## config.mk

```make
export PLATFORM = sky130hd
export DESIGN_NAME = regfile_mp_flat
export DESIGN_NICKNAME = d
export VERILOG_FILES = /design/src/rtl/regfile_mp_if.sv /design/src/rtl/regfile_mp.sv /design/src/flat_wrapper.sv
export SDC_FILE = /design/constraint.sdc
export NUM_CORES = 2
export LEC_CHECK = 0
export BUFFER_PORTS_ARGS = -buffer_cell sky130_fd_sc_hd__buf_2
export CAP_MARGIN = 20
export CORE_MARGIN = 2
export CORE_UTILIZATION = 55
export CTS_CLUSTER_DIAMETER = 200
export DETAILED_ROUTE_END_ITERATION = 16
export GPL_TIMING_DRIVEN = 0
export PLACE_DENSITY = 0.77
export SYNTH_ARGS = -nofsm -noshare
export SYNTH_HDL_FRONTEND = slang
export SYNTH_SLANG_ARGS = --single-unit
```

## constraint.sdc

```tcl
create_clock -name clk -period 2.8 [get_ports clk]
set_input_delay 0.56 -clock clk [delete_from_list [all_inputs] [get_ports clk]]
set_output_delay 0.56 -clock clk [all_outputs]
set_load 0.01 [all_outputs]
```

## src/rtl/regfile_mp_if.sv

```systemverilog
// Bus interface for regfile_mp: two combinational read ports, one write port,
// soft-clear handshake and the registered debug read port.
interface regfile_mp_if #(
   parameter int DATA_W = 32,
   parameter int ADDR_W = 5
);
   logic [ADDR_W-1:0] rd_addr1;
   logic [DATA_W-1:0] rd_data1;
   logic [ADDR_W-1:0] rd_addr2;
   logic [DATA_W-1:0] rd_data2;
   logic              wr_en;
   logic [ADDR_W-1:0] wr_addr;
   logic [DATA_W-1:0] wr_data;
   logic              clr_req;
   logic              clr_busy;
   logic              clr_done;
   logic              wr_drop;
   logic [ADDR_W-1:0] dbg_addr;
   logic [DATA_W-1:0] dbg_data;

   // Datapath / control side driving addresses, writes and clear requests.
   modport master (
      output rd_addr1, rd_addr2, wr_en, wr_addr, wr_data, clr_req, dbg_addr,
      input  rd_data1, rd_data2, clr_busy, clr_done, wr_drop, dbg_data
   );

   // Register file side.
   modport slave (
      input  rd_addr1, rd_addr2, wr_en, wr_addr, wr_data, clr_req, dbg_addr,
      output rd_data1, rd_data2, clr_busy, clr_done, wr_drop, dbg_data
   );
endinterface

```

## src/rtl/regfile_mp.sv

```systemverilog
// General-purpose register file for the MIPS datapath: two combinational read
// ports, one synchronous write port, optional hardwired zero register, a
// sequential soft-clear engine (IDLE -> SWEEP -> DONE) and a registered debug
// read port.
// Optional feature: define REGFILE_BYPASS_EN to forward an accepted write
// straight to matching read ports in the same cycle (debug port excluded).
module regfile_mp #(
   parameter int DATA_W   = 32,
   parameter int ADDR_W   = 5,
   parameter int ZERO_REG = 1
) (
   input  logic         clk,
   input  logic         rst_n,
   regfile_mp_if.slave  bus
);

   localparam int DEPTH = 2 ** ADDR_W;
   localparam logic [ADDR_W-1:0] LAST = ADDR_W'(DEPTH - 1);

   typedef enum logic [1:0] {
      IDLE,
      SWEEP,
      DONE
   } state_t;

   state_t            state;
   state_t            state_nxt;
   logic [ADDR_W-1:0] ptr;
   logic [DATA_W-1:0] regs [DEPTH];
   logic              wr_ok;

   // True when the address names the hardwired zero register.
   function automatic logic is_zero(input logic [ADDR_W-1:0] addr);
      return (ZERO_REG != 0) && (addr == '0);
   endfunction

   // A write commits only while idle and never to the zero register.
   assign wr_ok = bus.wr_en && (state == IDLE) && !is_zero(bus.wr_addr);

   // Clear FSM state register and sweep pointer.
   // NOTE: sequential state is assigned with <= so every flop samples pre-edge values.
   always_ff @(posedge clk or negedge rst_n) begin
      if (!rst_n) begin
         state <= IDLE;
         ptr   <= '0;
      end else begin
         state <= state_nxt;
         if (state == IDLE)
            ptr <= '0;
         else if (state == SWEEP)
            ptr <= ptr + ADDR_W'(1);
      end
   end

   // Clear FSM next state and Moore status outputs.
   // NOTE: every always_comb output gets a default first so no latch is inferred.
   always_comb begin
      state_nxt    = state;
      bus.clr_busy = 1'b0;
      bus.clr_done = 1'b0;
      unique case (state)
         IDLE: begin
            if (bus.clr_req)
               state_nxt = SWEEP;
         end
         SWEEP: begin
            bus.clr_busy = 1'b1;
            if (ptr == LAST)
               state_nxt = DONE;
         end
         DONE: begin
            bus.clr_done = 1'b1;
            state_nxt    = IDLE;
         end
         default: state_nxt = IDLE;
      endcase
   end

   // Register array: sweep clears one entry per cycle, otherwise idle writes commit.
   // NOTE: the array is reset explicitly because reset must leave every register at zero.
   always_ff @(posedge clk or negedge rst_n) begin
      if (!rst_n) begin
         for (int i = 0; i < DEPTH; i++)
            regs[i] <= '0;
      end else if (state == SWEEP) begin
         regs[ptr] <= '0;
      end else if (wr_ok) begin
         regs[bus.wr_addr] <= bus.wr_data;
      end
   end

   // Flag a write that arrived while the clear engine owned the array.
   always_ff @(posedge clk or negedge rst_n) begin
      if (!rst_n)
         bus.wr_drop <= 1'b0;
      else
         bus.wr_drop <= bus.wr_en && (state != IDLE) && !is_zero(bus.wr_addr);
   end

   // Debug port captures pre-edge contents, never bypassed.
   always_ff @(posedge clk or negedge rst_n) begin
      if (!rst_n)
         bus.dbg_data <= '0;
      else
         bus.dbg_data <= is_zero(bus.dbg_addr) ? '0 : regs[bus.dbg_addr];
   end

   // Read port 1, with optional same-cycle write forwarding.
   always_comb begin
      bus.rd_data1 = is_zero(bus.rd_addr1) ? '0 : regs[bus.rd_addr1];
`ifdef REGFILE_BYPASS_EN
      if (wr_ok && (bus.wr_addr == bus.rd_addr1))
         bus.rd_data1 = bus.wr_data;
`else
`endif
   end

   // Read port 2, with optional same-cycle write forwarding.
   always_comb begin
      bus.rd_data2 = is_zero(bus.rd_addr2) ? '0 : regs[bus.rd_addr2];
`ifdef REGFILE_BYPASS_EN
      if (wr_ok && (bus.wr_addr == bus.rd_addr2))
         bus.rd_data2 = bus.wr_data;
`else
`endif
   end

endmodule

```

## src/flat_wrapper.sv

```systemverilog
// flat-port wrapper written by rule: the top's interface ports become plain ports
module regfile_mp_flat 
#(
   parameter int DATA_W   = 32,
   parameter int ADDR_W   = 5,
   parameter int ZERO_REG = 1
)
  (clk, rst_n, bus_rd_addr1, bus_rd_addr2, bus_wr_en, bus_wr_addr, bus_wr_data, bus_clr_req, bus_dbg_addr, bus_rd_data1, bus_rd_data2, bus_clr_busy, bus_clr_done, bus_wr_drop, bus_dbg_data);
  regfile_mp_if #(.DATA_W(DATA_W), .ADDR_W(ADDR_W)) bus_i ();
  input  logic clk;
  input  logic rst_n;
  input wire logic [$bits(bus_i.rd_addr1)-1:0] bus_rd_addr1;
  input wire logic [$bits(bus_i.rd_addr2)-1:0] bus_rd_addr2;
  input wire logic [$bits(bus_i.wr_en)-1:0] bus_wr_en;
  input wire logic [$bits(bus_i.wr_addr)-1:0] bus_wr_addr;
  input wire logic [$bits(bus_i.wr_data)-1:0] bus_wr_data;
  input wire logic [$bits(bus_i.clr_req)-1:0] bus_clr_req;
  input wire logic [$bits(bus_i.dbg_addr)-1:0] bus_dbg_addr;
  output wire logic [$bits(bus_i.rd_data1)-1:0] bus_rd_data1;
  output wire logic [$bits(bus_i.rd_data2)-1:0] bus_rd_data2;
  output wire logic [$bits(bus_i.clr_busy)-1:0] bus_clr_busy;
  output wire logic [$bits(bus_i.clr_done)-1:0] bus_clr_done;
  output wire logic [$bits(bus_i.wr_drop)-1:0] bus_wr_drop;
  output wire logic [$bits(bus_i.dbg_data)-1:0] bus_dbg_data;
  assign bus_i.rd_addr1 = bus_rd_addr1;
  assign bus_i.rd_addr2 = bus_rd_addr2;
  assign bus_i.wr_en = bus_wr_en;
  assign bus_i.wr_addr = bus_wr_addr;
  assign bus_i.wr_data = bus_wr_data;
  assign bus_i.clr_req = bus_clr_req;
  assign bus_i.dbg_addr = bus_dbg_addr;
  assign bus_rd_data1 = bus_i.rd_data1;
  assign bus_rd_data2 = bus_i.rd_data2;
  assign bus_clr_busy = bus_i.clr_busy;
  assign bus_clr_done = bus_i.clr_done;
  assign bus_wr_drop = bus_i.wr_drop;
  assign bus_dbg_data = bus_i.dbg_data;
  regfile_mp #(.DATA_W(DATA_W), .ADDR_W(ADDR_W), .ZERO_REG(ZERO_REG)) u_core (.clk(clk), .rst_n(rst_n), .bus(bus_i));
endmodule
```

# ---- Word level (Yosys, flattened, before mapping)
# Index checks and enable logic that the tools add are counted.
dict set report classes {
  addsub 1
  n_lt_le_gt_ge 7
  n_eq_ne 5
  mux 26
  n_bitwise 7
  n_reduce_logical 16
}
# cell count
set ops {}
lappend ops {{2-to-1 mux 1024 bit} 2}
lappend ops {{AND 1024 bit} 1}
lappend ops {{bitwise mux 1024 bit} 1}
lappend ops {{NOT 1024 bit} 1}
lappend ops {{binary-select mux 32 bit (select 5 bit)} 3}
lappend ops {{2-to-1 mux 32 bit} 11}
lappend ops {{demux 32 bit (select 5 bit)} 2}
lappend ops {{>= comparator 6 bit, second input constant} 5}
lappend ops {{NOT 5 -> 6 bit} 5}
lappend ops {{logical NOT 5 bit} 4}
lappend ops {{< comparator 6 x 1 -> 1 bit, second input constant} 2}
lappend ops {{2-to-1 mux 5 bit} 2}
lappend ops {{logical AND 1 bit} 6}
lappend ops {{nonzero test 2 bit} 3}
lappend ops {{adder 5 x 1 -> 5 bit, second input constant} 1}
lappend ops {{== test 5 bit, second input constant} 1}
lappend ops {{2-to-1 mux 2 bit} 2}
lappend ops {{!= test 2 bit, second input constant} 2}
lappend ops {{case mux 2 bit (2 select lines)} 1}
lappend ops {{== test 2 x 1 -> 1 bit, second input constant} 1}
lappend ops {{== test 2 bit, second input constant} 1}
lappend ops {{logical NOT 2 bit} 1}
lappend ops {{2-to-1 mux 1 bit} 2}
lappend ops {{AND reduction 2 bit} 1}
lappend ops {{logical NOT 1 bit} 1}
dict set report word_totals {
  ff_bits 1064
  in_bits 56
  out_inout_bits 99
  elab_cells 98
}

# ---- Logic depth before layout (Yosys ltp)
dict set report depth {
  word_depth 8
  mapped_depth 8
  mapped_depth_nobuf 6
}

# ---- Worst setup path after synthesis
# OpenSTA, ideal clock, no wires.
dict set report synth_path {
  kind {input-to-output}
  from {in bus_rd_addr2[0]}
  to {out bus_rd_data2[10]}
  arrival_time_ns 2.161
  required_ns 2.240
  setup_slack_ns 0.079
  stages 7
  path_buffers 4
  path_cell_list {buf_2 > buf_2 > buf_2 > nor2b_1 > clkbuf_1 > a22oi_1 > a311oi_1}
}
dict set report synth_between {
  elab_chain_len 5
}
# element line
set synth_rtl {}
lappend synth_rtl {{from (decl)} flat_wrapper.sv:13} ;# input wire logic [$bits(bus_i.rd_addr2)-1:0] bus_rd_addr2;
lappend synth_rtl {{NOT 5 -> 6 bit (not written as such)} regfile_mp.sv:120} ;# bus.rd_data2 = is_zero(bus.rd_addr2) ? '0 : regs[bus.rd_addr2];
lappend synth_rtl {{binary-select mux 32 bit (select 5 bit)} regfile_mp.sv:120}
lappend synth_rtl {{2-to-1 mux 32 bit (not written as such) (2 in series)} regfile_mp.sv:120}
lappend synth_rtl {{2-to-1 mux 32 bit (*)} regfile_mp.sv:120}
lappend synth_rtl {{to (decl)} flat_wrapper.sv:20} ;# output wire logic [$bits(bus_i.rd_data2)-1:0] bus_rd_data2;
# Every way passes the cells marked *; elsewhere a longest branch is shown, timed or not. The select of a mux whose other input is x is not followed.

# ---- Worst setup path after layout
dict set report layout_path {
  from {reg u_core.regs[18] in the netlist's numbering}
  to {out bus_rd_data1[18]}
}
dict set report layout_between {
  elab_chain_len 4
}
# element line
set layout_rtl {}
lappend layout_rtl {{from (decl)} regfile_mp.sv:29} ;# logic [DATA_W-1:0] regs [DEPTH];
lappend layout_rtl {{from (signal, indexed assignment)} regfile_mp.sv:88} ;# regs[bus.wr_addr] <= bus.wr_data;
lappend layout_rtl {{binary-select mux 32 bit (select 5 bit)} regfile_mp.sv:110} ;# bus.rd_data1 = is_zero(bus.rd_addr1) ? '0 : regs[bus.rd_addr1];
lappend layout_rtl {{2-to-1 mux 32 bit (not written as such) (2 in series)} regfile_mp.sv:110}
lappend layout_rtl {{2-to-1 mux 32 bit} regfile_mp.sv:110}
lappend layout_rtl {{to (decl)} flat_wrapper.sv:19} ;# output wire logic [$bits(bus_i.rd_data1)-1:0] bus_rd_data1;
# No other way between the ends. The select of a mux whose other input is x is not followed.

==> impl_metrics.tcl <==
set metrics [dict create \
    place_ws_ns -2.50 \
    met2_wirelength_mm 128 \
    finalCritPeriodShare_pct 123 \
    layout-drive-gt1-share_pct 41.1 \
    ys_seq_area_share_pct 42.6 \
    nets 5189 \
    layout_commonest_cell "dfrtp_1" \
    place_hpwl_mm 240 \
    drtIter0Drc 12300 \
    r2r_cells 6 \
    grt_max_degree 157 \
    worst_slew_pin_slew_ns 1.33 \
    path_clk_slew_ns 0.07 \
    drcViolationCount 0 \
    rsz0062_at_grt "true" \
    combPwrFrac_pct 26.0 \
    final_antenna_net_count 0 \
    hold_viol 38 \
    dr_wl_met3_mm 72.8 \
    cts_buffers 116 \
    skew_ns 0.0265 \
    chipHeight_um 341 \
    vdd_ir_drop_max_v 0.000753 \
    p_seq_share_pct 39.0 \
    dp_cells 6327 \
    num_io_pins 155 \
    worstPathRequired_ns 2.24 \
    cts_sinks 1064 \
    drtPass1Iterations 9 \
    avgSynthCellArea_sq_um 13.5 \
    crit_type "reg -> out" \
    place_congestion 1.11 \
    rr_startpoint "u_core.state[0]$_DFFE_PN0P_" \
    syn_area_sq_um 62500 \
    setup_tns_ns -43.02 \
    final_core_util_pct 67.6 \
    p_sw_share_pct 34.8 \
    die_area_sq_um 116000 \
    layout_common_cells "dfrtp_1, a22o_1, mux4_2, buf_2, buf_4" \
    ys_types 42 \
    power_frac_clock_pct 35.1 \
    crit_arrival_ns 2.90 \
    wire_per_inst_um 50.5 \
    fin_hold_ws_ns -0.0711 \
    yosysWarnings 0 \
    outcome "complete, but fails checks" \
    grt_pass1_wl_mm 456 \
    power_mw 49.0 \
    crit_path_end_kind "output pin" \
    drv_cap 0 \
    vias 58000 \
    fin_ws_ns -0.657 \
    htreeDepth 3 \
    r2r_slack_ns -0.15 \
    routedLengthMet1_mm 109 \
    multi_input_area_sq_um 36000 \
    core_area_sq_um 113000 \
    setup_violations 348 \
    grt_pass1_vias 54000 \
    powerDensity_nw_per_um2 643 \
    fin_crit_ns 3.46 \
    slew_violations 0 \
    start_util_pct 55.5 \
    io_buffers 142 \
    top_layer_used "met5" \
    wirelength_mm 341 \
    tritoncts "done" \
    clk_root_buffer_cell "clkbuf_16" \
    grtUsageTotal_pct 57.8 \
    p_sw_mw 17.1 \
    die_x_um 341 \
    grt_antenna_before_repair 25 \
    syn-num-nets 4708 \
    syn_inst 4647 \
    insertion_delay_ns 0.81 \
    cts_max_path_buffers 3 \
    intPower_mw 31.9 \
    rows 123 \
    seq_area_sq_um 26700 \
    reg2reg_to "u_core.regs[782]$_DFFE_PN0P_" \
    grt_overflow 0 \
    via_per_inst 8.61 \
    violations "negative hold slack, negative setup slack" \
    crit_fanout 4 \
    area_delta_synth_final_pct 21.7 \
    nFillCells 8171 \
    worst_setup_path_start_kind "flop" \
    stdcell_count 6739 \
    ys_ff_latch 1064 \
    placed_cell_area_sq_um 65800 \
    final_area_sq_um 76100 \
    holdCritPathClass "in -> async" \
    fmax_mhz 289 \
    max_slew_margin_pct 11.2 \
    power.leakage_nw 32.5 \
]
[worst max-delay path, stage by stage, from the launching register on]
cell	delay [ns]
dfrtp_1	0.42
mux4_2	0.50
a22oi_2	0.61
a311oi_2	0.33
buf_2	0.23
[worst max-delay path by stage]
stage	slack [ns]	start	endpoint	depth (start not counted)
floorplan	0.08	bus_rd_addr2[0]	bus_rd_data2[10]	7
finish	-0.66	u_core.regs[18]$_DFFE_PN0P_	bus_rd_data1[18]	4
CTS	-0.46	u_core.regs[114]$_DFFE_PN0P_	bus_rd_data1[18]	4
global placement	-22.16	rst_n	u_core.regs[836]$_DFFE_PN0P_	1
global route	-0.51	u_core.regs[50]$_DFFE_PN0P_	bus_rd_data1[18]	4
detailed placement	-2.50	bus_rd_addr1[0]	bus_rd_data1[12]	9
[synthesized netlist by cell type (all sizes together)]
cell	count	share of area [%]
dfrtp	1064	43
a22o	928	13
mux4	672	24
clkbuf	314	1.9
buf	297	2.4
o21ai	233	1.9
nand2	196	1.2
mux2i	193	3.1
nor2b	108	1.1
a211oi	96	1.2
a22oi	96	1.2
a311oi	96	1.3
mux2	96	1.7
a221oi	69	0.97
and2	39	0.39
o2111ai	27	0.38
nor3	26	0.49
a21oi	15	0.12
nor2	13	0.078
a31oi	12	0.12
nand2b	9	0.090
inv	7	0.042
nor4	7	0.24
ha	5	0.10
nand3b	4	0.048
o22ai	4	0.040
or2	4	0.040
or3b	4	0.056
and3	3	0.030
nand3	3	0.024
or4	3	0.036
and3b	1	0.014
nand4b	1	0.014
o221a	1	0.018
or3	1	0.010
[logic make-up after synthesis]
| kind of cell | Yosys count | share of synthesized area (%) |
|---|---|---|
| flops | 1064 | 42.6 |
| buf+inv | 618 | 4.35 |
| compound gates | 1577 | 20.1 |
| simple gates | 422 | 3.82 |
| fa+ha+maj | 5 | 0.100 |
| mux | 961 | 29.0 |
[layer usage]
layer  GRT usage, %  vias to the layer above
li1               -                    20100
met1           69.7                    29100
met2           73.0                     6908
met3           41.8                     1879
met4           35.0                       54
met5           3.96                        -
[sequential cells by signal, summed over array words and instances, names as in the netlist]
| register | flops |
|---|---|
| u_core.bus.dbg_data | 32 |
| u_core.state | 2 |
| u_core.regs | 1024 |
| u_core.ptr | 5 |
| u_core.bus.wr_drop | 1 |
[power groups by stage]
stage | sequential, mW | clock (mW) | combinational [mW]
after floorplan | 18.3 | 0 | 6.11
after global placement | 19.0 | 0 | 10.0
after detailed placement | 19.1 | 0 | 10.3
after CTS | 18.8 | 16.9 | 11.5
after global routing | 19.1 | 17.6 | 12.6
final | 19.1 | 17.2 | 12.7
[layout make-up]
class	instances	area share (%)
Multi-Input combinational cell	2965	47.2
Buffer	601	5.63
Clock buffer	165	4.45
Antenna cell	17	0.0559
Sequential cell	1064	35.0
Tap cell	1500	2.47
Clock inverter	47	0.986
Timing Repair Buffer	373	4.12
Inverter	7	0.0378
[repair_timing]
action                     4_1_cts  5_1_grt
pin swaps                      148       71
setup endpoints to repair      957      584
hold endpoints to repair        65      198
hold buffers                     4        6
cloned                           0        2
gates resized for setup       1026      160
setup buffers                  116       65
No activity file was read; power rests on OpenSTA's default activity.
